`config.mk`:
```
export PLATFORM = sky130hd
export DESIGN_NAME = edit_sequencer
export DESIGN_NICKNAME = d
export VERILOG_FILES = /design/src/rtl/edit_sequencer_pkg.sv /design/src/rtl/edit_sequencer_tick.sv /design/src/rtl/edit_sequencer.sv
export SDC_FILE = /design/constraint.sdc
export NUM_CORES = 1
export LEC_CHECK = 0
export ABC_AREA = 0
export CORE_MARGIN = 5
export CORE_UTILIZATION = 30
export CTS_CLUSTER_DIAMETER = 150
export DETAILED_ROUTE_END_ITERATION = 6
export GPL_TIMING_DRIVEN = 1
export PLACE_DENSITY = 0.55
export SYNTH_ARGS = -nofsm -noshare
export SYNTH_HDL_FRONTEND = slang
export SYNTH_HIERARCHICAL = 1
export SYNTH_SLANG_ARGS = --single-unit
```
`constraint.sdc`:
```
create_clock -name clk -period 3.62 [get_ports clk]
set_input_delay 0.362 -clock clk [delete_from_list [all_inputs] [get_ports clk]]
set_output_delay 0.362 -clock clk [all_outputs]
set_load 0.005 [all_outputs]
```
`src/rtl/edit_sequencer_pkg.sv`:
```
// Shared types for the clock edit sequencer.
// Cursor fields, repeat FSM states and button bundle.
package edit_sequencer_pkg;

  typedef enum logic [2:0] {
    CUR_RUN  = 3'd0,
    CUR_SEC  = 3'd1,
    CUR_MIN  = 3'd2,
    CUR_HOUR = 3'd3
  } cursor_e;

  typedef enum logic [1:0] {
    IDLE   = 2'd0,
    PRESS  = 2'd1,
    REPEAT = 2'd2
  } rep_e;

  typedef struct packed {
    logic rst;
    logic mode;
    logic dn;
    logic up;
  } btn_t;

  function automatic cursor_e cursor_next(
    input cursor_e c
  );
    case (c)
      CUR_RUN:  return CUR_HOUR;
      CUR_HOUR: return CUR_MIN;
      CUR_MIN:  return CUR_SEC;
      default:  return CUR_RUN;
    endcase
  endfunction

endpackage

```
`src/rtl/edit_sequencer_tick.sv`:
```
// Millisecond strobe generator.
// One-cycle pulse every CLK_HZ/1000 clocks.
module ms_tick_gen #(
  parameter int CLK_HZ = 100_000_000
) (
  input  logic clk,
  input  logic rst,
  output logic tick
);

  localparam int DIV = (CLK_HZ / 1000 < 1) ? 1 : CLK_HZ / 1000;
  localparam int W   = $clog2(DIV) + 1;

  logic [W-1:0] cnt;

  // Free-running divider, restarts from zero on reset
  always_ff @(posedge clk) begin
    if (rst) begin
      cnt  <= '0;
      tick <= 1'b0;
    end else if (cnt == W'(DIV - 1)) begin
      cnt  <= '0;
      tick <= 1'b1;
    end else begin
      cnt  <= cnt + 1'b1;
      tick <= 1'b0;
    end
  end

endmodule

```
`src/rtl/edit_sequencer.sv`:
```
// Button-driven field editor for a clock display.
// Cursor, up/down auto-repeat, reset, timeout, blink.
module edit_sequencer
  import edit_sequencer_pkg::*;
#(
  parameter int CLK_HZ          = 100_000_000,
  parameter int REPEAT_DELAY_MS = 500,
  parameter int REPEAT_RATE_MS  = 100,
  parameter int TIMEOUT_MS      = 10000,
  parameter int BLINK_MS        = 250
) (
  input  logic       clk,
  input  logic       rst,
  input  logic       btnMode,
  input  logic       btnUp,
  input  logic       btnDown,
  input  logic       btnReset,
  output logic [2:0] cursorPos,
  output logic       up,
  output logic       down,
  output logic       reset,
  output logic       blink
);

  localparam int DW = $clog2(REPEAT_DELAY_MS) + 1;
  localparam int RW = $clog2(REPEAT_RATE_MS) + 1;
  localparam int TW = $clog2(TIMEOUT_MS) + 1;
  localparam int BW = $clog2(BLINK_MS) + 1;

  logic tick;

  ms_tick_gen #(
    .CLK_HZ(CLK_HZ)
  ) u_tick (
    .clk (clk),
    .rst (rst),
    .tick(tick)
  );

  btn_t    lvl, prev, edg;
  cursor_e cur, cur_n;
  rep_e    state, state_n;

  logic dir, dir_n, fire;
  logic editing, active, both, held;
  logic do_rst, do_mode, do_to, cur_chg;
  logic quiet;

  logic [DW-1:0] dly_cnt;
  logic [DW-1:0] q_cnt;
  logic [RW-1:0] rate_cnt;
  logic [TW-1:0] ina_cnt;
  logic [BW-1:0] b_cnt;

  assign lvl = {btnReset, btnMode, btnDown, btnUp};
  assign edg = lvl & ~prev;

  assign editing = (cur != CUR_RUN);
  assign active  = |lvl;
  assign both    = btnUp & btnDown;
  assign held    = dir ? btnDown : btnUp;

  assign do_rst  = edg.rst && editing;
  assign do_mode = edg.mode && !do_rst;
  assign do_to   = editing && !active &&
                   (ina_cnt == TW'(TIMEOUT_MS));

  assign cursorPos = cur;

  // Cursor priority: reset edge, then mode edge, then timeout
  always_comb begin
    cur_n = cur;
    if (do_rst)
      cur_n = CUR_RUN;
    else if (do_mode)
      cur_n = cursor_next(cur);
    else if (do_to)
      cur_n = CUR_RUN;
    cur_chg = (cur_n != cur);
  end

  // Repeat FSM next state and pulse request
  always_comb begin
    state_n = state;
    dir_n   = dir;
    fire    = 1'b0;
    if (cur_chg || !editing || both) begin
      state_n = IDLE;
    end else begin
      case (state)
        IDLE: begin
          if (edg.up || edg.dn) begin
            state_n = PRESS;
            dir_n   = edg.dn;
            fire    = 1'b1;
          end
        end
        PRESS: begin
          if (!held)
            state_n = IDLE;
          else if (tick &&
                   dly_cnt == DW'(REPEAT_DELAY_MS - 1))
            state_n = REPEAT;
        end
        REPEAT: begin
          if (!held)
            state_n = IDLE;
          else if (tick &&
                   rate_cnt == RW'(REPEAT_RATE_MS - 1))
            fire = 1'b1;
        end
        default: state_n = IDLE;
      endcase
    end
  end

  // Repeat FSM state register
  always_ff @(posedge clk) begin
    if (rst) begin
      state <= IDLE;
      dir   <= 1'b0;
    end else begin
      state <= state_n;
      dir   <= dir_n;
    end
  end

  // Hold-delay and repeat-rate timers live in their own state
  always_ff @(posedge clk) begin
    if (rst) begin
      dly_cnt  <= '0;
      rate_cnt <= '0;
    end else begin
      if (state != PRESS || state_n != PRESS)
        dly_cnt <= '0;
      else if (tick && dly_cnt < DW'(REPEAT_DELAY_MS))
        dly_cnt <= dly_cnt + 1'b1;
      if (state != REPEAT || state_n != REPEAT || fire)
        rate_cnt <= '0;
      else if (tick && rate_cnt < RW'(REPEAT_RATE_MS))
        rate_cnt <= rate_cnt + 1'b1;
    end
  end

  // Edge history, cursor and registered command pulses
  always_ff @(posedge clk) begin
    if (rst) begin
      prev  <= lvl;
      cur   <= CUR_RUN;
      up    <= 1'b0;
      down  <= 1'b0;
      reset <= 1'b0;
    end else begin
      prev  <= lvl;
      cur   <= cur_n;
      up    <= fire && !dir_n;
      down  <= fire && dir_n;
      reset <= do_rst;
    end
  end

  // Inactivity timer, cleared by any held button
  always_ff @(posedge clk) begin
    if (rst || active || !editing)
      ina_cnt <= '0;
    else if (tick && ina_cnt < TW'(TIMEOUT_MS))
      ina_cnt <= ina_cnt + 1'b1;
  end

  // Blink toggling, suppressed after each up/down pulse
  always_ff @(posedge clk) begin
    if (rst || cur_n == CUR_RUN) begin
      blink <= 1'b0;
      b_cnt <= '0;
      quiet <= 1'b0;
      q_cnt <= '0;
    end else if (fire) begin
      blink <= 1'b0;
      b_cnt <= '0;
      quiet <= 1'b1;
      q_cnt <= '0;
    end else if (quiet) begin
      blink <= 1'b0;
      b_cnt <= '0;
      if (tick) begin
        if (q_cnt >= DW'(REPEAT_DELAY_MS - 1)) begin
          quiet <= 1'b0;
          q_cnt <= '0;
        end else begin
          q_cnt <= q_cnt + 1'b1;
        end
      end
    end else if (tick) begin
      if (b_cnt >= BW'(BLINK_MS - 1)) begin
        blink <= ~blink;
        b_cnt <= '0;
      end else begin
        b_cnt <= b_cnt + 1'b1;
      end
    end
  end

endmodule
```
==> impl_results.md <==
* Status: finished, final reports clean
* Placed Cells at around 630
* Worst-path clk slew at 0.06 ns
* Non-Filler Instances at 643
* Slew @ Worst Pin at between 0.8 and 0.9 ns
* Clock net sink count at 86
* Pwr Total at 2090 uW
* Endpoints failing setup at 0
* R2r setup slk at around 1.1 ns
* Die area at about 16000 sq um
* TritonCTS clock tree: built
* RD Place Congestion at just under 0.8
* GR Layer Usage met3 at under 10%
* First-pass detailed-route iteration total at 4
* Number of top-level pins at 13
* Crit Reg-Reg Endpoint: b_cnt[4]
* Multi-input logic area at roughly 2200 sq um
* Height of the die at approximately 130 microns
* Post-Synth Adder-Cell Area at under 10%
* Vias in the first global route at between 2000 and 3000
* RSZ-0062 raised after global routing: no
* Final global-route overflow total at 0
* Synth Flop Type: dfxtp_1
* CP startpoint kind: primary input
* Syn Area/Cell at around 8.9 sq um
* Num CTS Buffers at 9
* Synth warn at 6
* Residual DRC at 0
* Synth unique cells at between 50 and 60
* Crit path max fanout at 20
* Synthesized area at slightly above 4000 sq um
* Post-CTS Resized at 0
* Final Hold Viols at 0
* Fmax at a little under 400 MHz
* H-tree depth at 3
* Synth Instances at roughly 450
* Synth top area share at 42.8%
* Seq/Total Area, Yosys at 42.8%
* FILL cells at ~1300
* WP data required at around 3.9 ns
* GR peak layer: met2
* Placement Cell Area at about 4300 sq um
* Synth area leaders: dfxtp_1 (43%), nor2_1 (6.3%), xnor2_1 (5.4%)
* Worst setup EP type: register
* Max Cap Viol at 0
* Clock Path Buffers at 2
* Max-slew headroom at 40.8%
* Post-Synth Simple-Gate Area at a little under a third
* Floorplan Core Area at between 10000 and 15000 sq um
* Sum Neg Setup Slack at 0 ns
* Synthesized Nets at between 400 and 500
* Grt met2 use at between 10% and 20%
* # rows at 42
* WP data arrival at 2.78 ns
* Routed vias/inst at roughly 4.8
* Peak supply drop at 0.219 mV
* Port bufs at 12
* Clock latency on the worst-skew pair at around 0.33 ns
* Critical Path Sink: b_cnt[4]
* HPWL Detailed at 5510 microns
* Pins over their slew limit at 0
* Tcrit/Tclk final at between 70% and 80%
* PwrDens at ~450 nW/um^2
* Worst flop-to-flop path startpoint: ina_cnt[0]
* Post-layout min period at 2.55 ns
* Hold crit path type: reg2reg
* Ant diodes at 0
* Initial core utilization at 30.5%
* Largest family of logic cells by synthesized area: simple AND/OR/NAND/NOR gates
* Layout cells sized above 1 at 8.14%
* Final antenna-violating net count at 0
* Met1 track utilization from global routing at about 13%
* Drt wl/cell at 12.2 microns
* Design area at between 4000 and 5000 sq um
* Worst Setup Path Type: in2reg
* Initial antenna violation count at 0
* Routed wire length at around 8000 microns
* Setup crit start: btnUp
* Worst Reg-to-Reg Cells at 7
* Cell accounting for the most synthesized area: dfxtp_1
* Synth top cells by count: dfxtp_1 (86), nor2_1 (68), nand2_1 (30), xnor2_1 (25), xor2_1 (23)
* Tot GR Track Use at around a tenth
* Clock root buffer: clkbuf_16
* Layout Area Growth over Synthesis at 15.5%
* Number of synthesized flops with an enable pin at 0
* Layout Nets at 476
* Static Leakage at approximately 0.0016 uW
* Compound-gate portion of the synthesized area at between 7 and 8%
* Post-layout util at a little over a third
* Register Area at about 1700 sq um
* Synth Area in XOR/XNOR at between 10% and 20%
* Async SR Flop Fraction at 0%
* Post-CTS Setup Inserts at 0
* Initial DRC count at about 180
* Mux contribution to synthesized area at 2.05%
* Hold-fix buffers, CTS at 0
* Max Clock Skew at 0.00963 ns
* Die W at approximately 130 microns
* Largest net degree at the start of global routing at 21
* Top-count cell post-synth: dfxtp_1
* First-pass GRT wire length at about 14000 microns
* Flops & latches, synth at 86
* Via count at between 3000 and 4000
cell usage in the layout (no fill, tap or decap), types with 3 or more instances in the layout:
| cell | instances |
|---|---|
| inv_1 | 11 |
| and4_1 | 9 |
| nand4_1 | 22 |
| or3_1 | 7 |
| nor4_1 | 4 |
| nor3_1 | 21 |
| clkdlybuf4s50_1 | 12 |
| nand3_1 | 18 |
| o21ai_0 | 9 |
| dfxtp_1 | 86 |
| clkbuf_16 | 9 |
| and3_1 | 10 |
| nor4_2 | 5 |
| ha_1 | 8 |
| and2_1 | 6 |
| nor2_1 | 68 |
| nand2_1 | 30 |
| nor2b_1 | 8 |
| xnor2_1 | 25 |
| bufinv_16 | 3 |
| xor2_1 | 23 |
| a21oi_1 | 15 |
| mux2i_1 | 6 |
sequential cells by signal, indices dropped and copies added (netlist names):
name,flops
u_tick/cnt,18
ina_cnt,15
dly_cnt,10
q_cnt,10
b_cnt,9
rate_cnt,8
prev,4
cursorPos,3
state,2
blink,1
dir,1
down,1
quiet,1
reset,1
u_tick/tick,1
up,1
critical path: stages:
cell             delay (ns)
clkdlybuf4s50_1        0.49
or4_4                  0.59
nor3_4                 0.26
a31oi_1                0.15
a211o_1                0.59
nor4_2                 0.33
layout make-up:
class,instances,share of cell area [%]
clock buffer,10,5.14
clock inverter,6,2.34
inverter,11,0.888
multi-input combinational,340,47.0
sequential,86,37.0
tap,176,4.74
timing repair buffer,14,2.91
cell families (layout without fill, tap and decap cells):
group | after synthesis | in the layout
mux | 8 | 8
xor+xnor | 48 | 48
compound gates | 45 | 45
simple gates | 231 | 231
buf+inv | 25 | 41
flops | 86 | 86
fa+ha+maj | 8 | 8
worst min-delay path by stage:
stage	start	to	slack, ns	cells past startpoint
detailed placement	rate_cnt[7]	rate_cnt[7]	0.45	2
global route	u_tick/cnt[0]	u_tick/cnt[0]	0.49	1
finish	rate_cnt[7]	rate_cnt[7]	0.46	2
floorplan	btnUp	prev[0]	0.39	0
global placement	ina_cnt[14]	ina_cnt[14]	0.44	2
CTS	rate_cnt[7]	rate_cnt[7]	0.46	2
per-layer routing:
metal	wire length, microns	share of wire, %
met1	4040	52
met2	3460	44
met3	233	3.0
met4	101	1.3
met5	0	0
through the flow:
stage / worst slack, ns / hold slack, ns
2_1_floorplan: 1.49 / 0.390
3_3_place_gp: 0.754 / 0.440
3_5_place_dp: 0.717 / 0.446
4_1_cts: 1.06 / 0.459
5_1_grt: 0.903 / 0.492
6_report: 1.07 / 0.456
where the power goes:
| part | internal [uW] | switching, uW | total [uW] |
|---|---|---|---|
| registers | 954 | 8.33 | 963 |
| logic | 23.6 | 35.0 | 58.6 |
| clock network | 692 | 373 | 1070 |
| total | 1670 | 417 | 2090 |
Power figures use the tool's default switching activity.
